==> config.mk <==
export PLATFORM = sky130hd
export DESIGN_NAME = pipelined_functional_unit_flat
export DESIGN_NICKNAME = d
export VERILOG_FILES = /design/src/rtl/pipelined_functional_unit_if.sv /design/src/rtl/pipelined_functional_unit.sv /design/src/flat_wrapper.sv
export SDC_FILE = /design/constraint.sdc
export NUM_CORES = 2
export LEC_CHECK = 0
export CAP_MARGIN = 20
export CORE_UTILIZATION = 35
export DETAILED_ROUTE_END_ITERATION = 16
export MAX_ROUTING_LAYER = met4
export SLEW_MARGIN = 20
export SYNTH_ARGS = -nofsm -noshare
export SYNTH_HDL_FRONTEND = slang
export SYNTH_SLANG_ARGS = --single-unit
==> constraint.sdc <==
create_clock -name CLK -period 3.5 [get_ports CLK]
set_clock_uncertainty 0.1 [all_clocks]
set_input_delay 0.875 -clock CLK [delete_from_list [all_inputs] [get_ports CLK]]
set_output_delay 0.875 -clock CLK [all_outputs]
set_load 0.005 [all_outputs]
==> src/rtl/pipelined_functional_unit_if.sv <==
// Operand/result handshake bundle for pipelined_functional_unit.
// The producer and consumer sides both live on the master modport; the unit is the slave.
interface pipelined_functional_unit_if #(
  parameter int WIDTH = 32
);
  logic [WIDTH-1:0] A;
  logic [WIDTH-1:0] B;
  logic [WIDTH-1:0] C;
  logic [4:0]       INST;
  logic             CI;
  logic             IN_VALID;
  logic             IN_READY;
  logic             OUT_VALID;
  logic             OUT_READY;
  logic [WIDTH-1:0] Z;
  logic [3:0]       FLAGS;

  modport master (
    output A, B, C, INST, CI, IN_VALID, OUT_READY,
    input  IN_READY, OUT_VALID, Z, FLAGS
  );

  modport slave (
    input  A, B, C, INST, CI, IN_VALID, OUT_READY,
    output IN_READY, OUT_VALID, Z, FLAGS
  );
endinterface

==> src/rtl/pipelined_functional_unit.sv <==
// Pipelined ALU / multiply-add unit with fixed latency LAT and valid/ready backpressure.
// Stage 1 holds ALU result plus partial MADD product; stage 2 finishes MADD and flags; the rest delay.
module pipelined_functional_unit #(
  parameter int WIDTH = 32,
  parameter int LAT   = 3
) (
  input logic CLK,
  input logic RST_N,
  pipelined_functional_unit_if.slave bus
);
  localparam int SHW = $clog2(WIDTH);

  logic             w_stall;
  logic             w_accept;
  logic [3:0]       w_op;
  logic [SHW-1:0]   w_sh;
  logic [WIDTH-1:0] w_b_op;
  logic             w_cin;
  logic [WIDTH:0]   w_sum;
  logic             w_arith;
  logic             w_ovf;
  logic [WIDTH-1:0] w_alu;
  logic [WIDTH-1:0] w_prod;
  logic [WIDTH-1:0] w_fin_z;
  logic [3:0]       w_fin_flags;

  logic [LAT-1:0]   r_valid;
  logic [WIDTH-1:0] r_s1_alu;
  logic [WIDTH-1:0] r_s1_prod;
  logic [WIDTH-1:0] r_s1_c;
  logic             r_s1_madd;
  logic             r_s1_cy;
  logic             r_s1_v;
  logic [WIDTH-1:0] r_z     [1:LAT-1];
  logic [3:0]       r_flags [1:LAT-1];

  // IN_READY is combinational from OUT_READY through this stall term.
  assign w_stall  = r_valid[LAT-1] && !bus.OUT_READY;
  assign w_accept = bus.IN_VALID && !w_stall;

  assign w_op    = bus.INST[3:0];
  assign w_sh    = bus.B[SHW-1:0];
  assign w_arith = !bus.INST[4] && (w_op <= 4'd2);

  always_comb begin
    w_b_op = bus.B;
    w_cin  = 1'b0;
    case (w_op)
      4'd1: w_cin = bus.CI;
      4'd2: begin
        w_b_op = ~bus.B;
        w_cin  = 1'b1;
      end
      default: ;
    endcase
  end

  assign w_sum  = {1'b0, bus.A} + {1'b0, w_b_op} + {{WIDTH{1'b0}}, w_cin};
  assign w_ovf  = (bus.A[WIDTH-1] == w_b_op[WIDTH-1]) && (w_sum[WIDTH-1] != bus.A[WIDTH-1]);
  assign w_prod = bus.A * bus.B;

  always_comb begin
    w_alu = '0;
    case (w_op)
      4'd0, 4'd1, 4'd2: w_alu = w_sum[WIDTH-1:0];
      4'd3:  w_alu = bus.A & bus.B;
      4'd4:  w_alu = bus.A | bus.B;
      4'd5:  w_alu = bus.A ^ bus.B;
      4'd6:  w_alu = ~bus.A;
      4'd7:  w_alu = bus.A;
      4'd8:  w_alu = bus.A << w_sh;
      4'd9:  w_alu = bus.A >> w_sh;
      4'd10: w_alu = WIDTH'($signed(bus.A) >>> w_sh);
      default: w_alu = '0;
    endcase
  end

  // Reserved opcodes yield Z=0 with Cy=V=0, so their 4'b0100 falls out of the generic flag rule.
  assign w_fin_z     = r_s1_madd ? (r_s1_prod + r_s1_c) : r_s1_alu;
  assign w_fin_flags = {w_fin_z[WIDTH-1], (w_fin_z == '0), r_s1_cy, r_s1_v};

  always_ff @(posedge CLK or negedge RST_N) begin
    if (!RST_N) begin
      r_valid   <= '0;
      r_s1_alu  <= '0;
      r_s1_prod <= '0;
      r_s1_c    <= '0;
      r_s1_madd <= 1'b0;
      r_s1_cy   <= 1'b0;
      r_s1_v    <= 1'b0;
      for (int i = 1; i < LAT; i++) begin
        r_z[i]     <= '0;
        r_flags[i] <= '0;
      end
    end else if (!w_stall) begin
      r_valid[0] <= w_accept;
      r_s1_alu   <= w_alu;
      r_s1_prod  <= w_prod;
      r_s1_c     <= bus.C;
      r_s1_madd  <= bus.INST[4];
      r_s1_cy    <= w_arith && w_sum[WIDTH];
      r_s1_v     <= w_arith && w_ovf;

      r_valid[1] <= r_valid[0];
      r_z[1]     <= w_fin_z;
      r_flags[1] <= w_fin_flags;

      for (int i = 2; i < LAT; i++) begin
        r_valid[i] <= r_valid[i-1];
        r_z[i]     <= r_z[i-1];
        r_flags[i] <= r_flags[i-1];
      end
    end
  end

  assign bus.IN_READY  = !w_stall;
  assign bus.OUT_VALID = r_valid[LAT-1];
  assign bus.Z         = r_z[LAT-1];
  assign bus.FLAGS     = r_flags[LAT-1];
endmodule

==> src/flat_wrapper.sv <==
// flat-port wrapper written by rule: the top's interface ports become plain ports
module pipelined_functional_unit_flat 
#(
  parameter int WIDTH = 32,
  parameter int LAT   = 3
)
  (CLK, RST_N, bus_A, bus_B, bus_C, bus_INST, bus_CI, bus_IN_VALID, bus_OUT_READY, bus_IN_READY, bus_OUT_VALID, bus_Z, bus_FLAGS);
  pipelined_functional_unit_if #(.WIDTH(WIDTH)) bus_i ();
  input logic CLK;
  input logic RST_N;
  input wire logic [$bits(bus_i.A)-1:0] bus_A;
  input wire logic [$bits(bus_i.B)-1:0] bus_B;
  input wire logic [$bits(bus_i.C)-1:0] bus_C;
  input wire logic [$bits(bus_i.INST)-1:0] bus_INST;
  input wire logic [$bits(bus_i.CI)-1:0] bus_CI;
  input wire logic [$bits(bus_i.IN_VALID)-1:0] bus_IN_VALID;
  input wire logic [$bits(bus_i.OUT_READY)-1:0] bus_OUT_READY;
  output wire logic [$bits(bus_i.IN_READY)-1:0] bus_IN_READY;
  output wire logic [$bits(bus_i.OUT_VALID)-1:0] bus_OUT_VALID;
  output wire logic [$bits(bus_i.Z)-1:0] bus_Z;
  output wire logic [$bits(bus_i.FLAGS)-1:0] bus_FLAGS;
  assign bus_i.A = bus_A;
  assign bus_i.B = bus_B;
  assign bus_i.C = bus_C;
  assign bus_i.INST = bus_INST;
  assign bus_i.CI = bus_CI;
  assign bus_i.IN_VALID = bus_IN_VALID;
  assign bus_i.OUT_READY = bus_OUT_READY;
  assign bus_IN_READY = bus_i.IN_READY;
  assign bus_OUT_VALID = bus_i.OUT_VALID;
  assign bus_Z = bus_i.Z;
  assign bus_FLAGS = bus_i.FLAGS;
  pipelined_functional_unit #(.WIDTH(WIDTH), .LAT(LAT)) u_core (.CLK(CLK), .RST_N(RST_N), .bus(bus_i));
endmodule
### Word level (Yosys, flattened, before mapping)

Cells that the tools add are included.
W data, S select, Z words.

* bits in registers: 174
* word-level logic and storage cells: 52

* $add $sub $neg: 3
* multipliers: 1
* $lt $le $gt $ge: 1
* equal/unequal tests: 12
* shift-type cells: 3
* muxes and demuxes: 4
* bitwise operators: 5
* reductions and logical operators: 12

Operators with widths (count)
* $pmux W32 S9: 1
* $mux W32: 2
* $not A32 Y32: 2
* $add A32 B32 Y33: 1
* $add A33 B1 Y33: 1
* $add A32 B32 Y32: 1
* $and A32 B32 Y32: 1
* $logic_not A32 Y1: 1
* $mul A32 B32 Y32: 1
* $or A32 B32 Y32: 1
* $shl A32 B5 Y32: 1
* $shr A32 B5 Y32: 1
* $sshr A32 B5 Y32: 1
* $xor A32 B32 Y32: 1
* $eq A4 B3 Y1 const B: 4
* $eq A4 B4 Y1 const B: 3
* $eq A4 B2 Y1 const B: 2
* $logic_and A1 B1 Y1: 6
* $eq A4 B1 Y1 const B: 1
* $le A4 B2 Y1 const B: 1
* $logic_not A4 Y1: 1
* $logic_not A1 Y1: 3
* $reduce_or A3 Y1: 1
* $pmux W1 S2: 1
* other kinds (2): 2

### Depth between registers and ports, before layout

* depth in word-level cells: 7
* depth in mapped cells: 30

### Worst setup path before layout

No wires, ideal clock.

* path kind: input-to-reg
* start point: input bus_B[2]
* end point: register u_core.r_s1_prod[30]
* arrival time: 8.212 ns
* required time: 3.263 ns
* slack: -4.949 ns
* cell stages on the path: 29
* path buffers: 4
* cells stage by stage: clkbuf_1 -> inv_1 -> buf_1 -> clkbuf_1 -> clkbuf_1 -> nor2_1 -> fa_1 -> inv_1 -> fa_1 -> fa_1 -> fa_1 -> inv_1 -> fa_1 -> inv_1 -> fa_1 -> inv_1 -> fa_1 -> fa_1 -> ha_1 -> a21oi_1 -> o21bai_1 -> a21o_1 -> a21o_1 -> and2_1 -> a311oi_1 -> o21bai_1 -> o21ai_0 -> xor2_1 -> a21oi_1

* cells in the longest elaborated chain, start to end: 1

Ends and longest elaborated chain
* start, declared: line flat_wrapper.sv:12 `input wire logic [$bits(bus_i.B)-1:0] bus_B;`
* $mul A32 B32 Y32: line pipelined_functional_unit.sv:60 `assign w_prod = bus.A * bus.B;`
* end signal, assigned: line pipelined_functional_unit.sv:98 `r_s1_prod <= w_prod;`
* end, declared: line pipelined_functional_unit.sv:29 `logic [WIDTH-1:0] r_s1_prod;`

No other way between the ends.
A chain may end at the register's enable or synchronous reset.

### Final worst setup path

* start point: input bus_A[11]
* end point: register u_core.r_s1_prod[30]

* cells in the longest elaborated chain, start to end: 1

Ends and longest elaborated chain
* start, declared: line flat_wrapper.sv:11 `input wire logic [$bits(bus_i.A)-1:0] bus_A;`
* $mul A32 B32 Y32: line pipelined_functional_unit.sv:60

No other way between the ends.

==> key figures <==
Synth
  – Mean cell area of the mapped netlist: 8.13 µm²
  – EDFF count, synth: 0
  – Top cells by area, synth: fa_1 27%, dfrtp_1 14%, ha_1 10%
  – Area share of the largest cell type after synthesis: 27.0%
  – YS warnings: 0
  – Area of the mapped netlist: 0.0305 mm²
  – Area leader, netlist: fa_1
  – Top cells by count, synth: 635 x nand2_1, 475 x nor2_1, 471 x inv_1
  – Top_reg_cell synth: dfrtp_1
  – Post-synthesis sequential area ratio: 14.1%
  – Ys async rst share: 100%
  – Synthesized instance count: 3750
  – Net Count, Synth: 4517
  – Top-count cell post-synth: nand2_1
  – Synth cell types: 73
  – Seq cells post-synth: 172

Timing
  – Unrepaired setup endpoints after global routing: true
  – Final WS setup: -3.48 ns
  – Finish-stage setup viols: 56
  – Worst Max-Slew Pin Slew: 0.843 ns
  – Slew margin rel.: 43.8%
  – Final slew viol count: 0
  – Tcrit/Tclk final: 199%
  – WHS: 0.353 ns
  – Hold Vio Cnt, Final: 0
  – Fmax: 143 MHz
  – Period minus WS final: 6.98 ns

Die
  – Initial Util: 35.6%
  – Site Rows: 107
  – Die area: 0.0882 mm²
  – Die W: 297 µm
  – DIE HEIGHT: 297 µm
  – Core ar.: 0.0857 mm²
  – I/O pin count: 144

Detailed routing
  – Routed vias: 29939
  – Drt drc: 0
  – Drt total wl: 132000 µm
  – Detail Route Antenna Nets: 0
  – Drt pass-1 iters: 6
  – Per-cell routed wire length: 23.1 µm
  – Initial DRC Count: 2408
  – Vias per cell: 5.23

Finish
  – # nets final: 5327
  – Proportion of layout cells with a drive suffix above 1: 31.3%
  – Layout Area Growth over Synthesis: 41.8%
  – Filler instances: 8149
  – Final instance area: 0.0432 mm²
  – Multi-input gate area in the final layout: 0.0254 mm²
  – Sequential cell area: 0.00431 mm²

Placed design
  – I/O Buffers: 143
  – Placer Congestion: 1.04
  – Placed cell area: 0.0386 mm²
  – DP HPWL: 106000 µm

GRT
  – Global-route wire length before repair: 194000 µm
  – Vias in the first global route: 30605
  – Largest net degree at the start of global routing: 125
  – Initial antenna violation count: 5
  – Overflow after GRT: 0
  – Total track usage: 30.4%

Worst setup path
  – Reg2reg end: u_core.r_flags[6]$_DFFE_PN0N_
  – Crit path from: bus_A[11]
  – Max FO, Critical Path: 5
  – Crit start category: input port
  – Worst endpoint required time: 3.73 ns
  – Worst Setup EP: u_core.r_s1_prod[30]$_DFFE_PN0N_
  – Reg2reg path depth: 15
  – Crit path arrival time: 7.20 ns
  – Crit end category: flop
  – R2R setup slack: -0.35 ns
  – Setup CP Type: input port to flop
  – Critical R2R Launch: u_core.r_s1_c[0]$_DFFE_PN0N_

Min path
  – Min-Delay Path Class: input port to async pin

CTS
  – Clk buf depth: 2
  – CTS clk-pin slew, worst paths: 0.08 ns
  – H-Tree Depth: 4
  – Num Clock Sinks: 172
  – CTS root buf: clkbuf_16
  – CTS tree: done
  – Clk_lat worst skew: 0.46 ns
  – Number of buffers created by CTS: 17
  – Cts hold-fix bufs: 0

Status
  – Failing checks: setup timing
  – Outcome: finished with violations

Job
  – Max Cap Viol: 0
-- cells in the final DEF (no fill, tap or decap), types with 20 or more instances in the layout --
cell and n:
buf_6 111, ha_4 48, buf_4 728, a211oi_1 22, mux2i_1 82, clkbuf_16 21
clkdlybuf4s50_1 80, nor2_2 55, a21oi_1 130, fa_2 59, o21ai_0 155, nand3_1 21
inv_2 48, nor3_1 20, a21o_1 40, o21ai_1 25, a21oi_2 29, ha_1 196
fa_1 352, buf_12 61, a221oi_1 28, inv_1 408, dfrtp_1 171, xor2_1 39
nand2_1 619, nor2_1 402, xnor2_1 98
-- flip-flops by register name (all words and copies together), names as in the netlist, 3 cells and up --
register / cells
u_core.r_s1_prod: 32
u_core.r_s1_alu: 32
u_core.r_valid: 3
u_core.bus.Z: 31
u_core.r_flags: 4
u_core.r_z: 31
u_core.bus.FLAGS: 4
u_core.r_s1_c: 32
-- layout make-up --
cell class,instances,share of cell area [%]
repair buffers,1043,22.1
clock inverters,8,0.188
flip-flops and latches,172,9.96
well taps,1144,3.31
clock buffers,24,1.16
multi-input cells,2837,58.7
diodes,3,0.0174
inverters,489,4.58
-- logic make-up after synthesis --
kind of cell               Yosys count  synth area share, %
muxes                              109                 4.18
adders and majority gates          661                 37.3
DFF                                172                 14.1
xor gates and xnor gates           166                 4.77
buffers and inverters              741                 9.57
AOI/OAI and AO/OA                  639                 13.4
and+or+nand+nor                   1262                 16.7
-- per-stage QoR --
stage / setup TNS (ns) / utilization [%] / setup WS [ns] / std cells
after floorplan: -99.37 / - / -3.86 / 3750
after global placement: -153.28 / 45.0 / -4.53 / 5536
after detailed placement: -155.11 / 45.0 / -4.62 / 5536
after CTS: -87.17 / 49.1 / -3.51 / 5678
after global routing: -95.11 / 50.4 / -3.65 / 5720
final: -87.96 / 50.4 / -3.48 / 5720
-- critical path, stage by stage --
cell      delay [ns]
buf_4           0.15
buf_8           0.14
buf_4           0.13
buf_4           0.15
ha_1            0.27
fa_1            0.56
inv_1           0.05
fa_2            0.47
fa_1            0.55
inv_1           0.05
fa_1            0.41
fa_1            0.48
fa_1            0.57
fa_1            0.43
fa_1            0.45
ha_1            0.28
or2_2           0.34
a311oi_4        0.30
o21bai_1        0.14
o21ai_1         0.17
xor2_1          0.15
a21oi_1         0.08
-- how the worst min path moves through the flow --
stage                                       start                       endpoint  slack [ns]  depth (start not counted)
floorplan           u_core.r_valid[1]$_DFFE_PN0N_  u_core.r_valid[1]$_DFFE_PN0N_        0.33                          2
global route        u_core.r_valid[1]$_DFFE_PN0N_  u_core.r_valid[1]$_DFFE_PN0N_        0.38                          2
CTS                 u_core.r_valid[1]$_DFFE_PN0N_  u_core.r_valid[1]$_DFFE_PN0N_        0.36                          2
global placement    u_core.r_valid[1]$_DFFE_PN0N_  u_core.r_valid[1]$_DFFE_PN0N_        0.34                          2
finish                                      RST_N     u_core.r_z[35]$_DFFE_PN0N_        0.35                          1
detailed placement  u_core.r_valid[1]$_DFFE_PN0N_  u_core.r_valid[1]$_DFFE_PN0N_        0.35                          2
-- what timing repair did --
action,in CTS,in global routing
setup endpoints to repair,66,64
pin swaps,223,162
setup buffers,112,44
cloned,4,4
resized for setup,654,229
-- per-layer routing --
layer / GRT usage [%] / wire [µm] / vias up
li1: - / - / 13634
met1: 39.0 / 55100 / 14770
met2: 46.9 / 59200 / 1227
met3: 4.49 / 9890 / 308
met4: 14.8 / 7930 / 0
met5: - / 0 / -
Power is not shown: default switching activity piles up to over one toggle a cycle in this logic, so the estimate is an artifact.
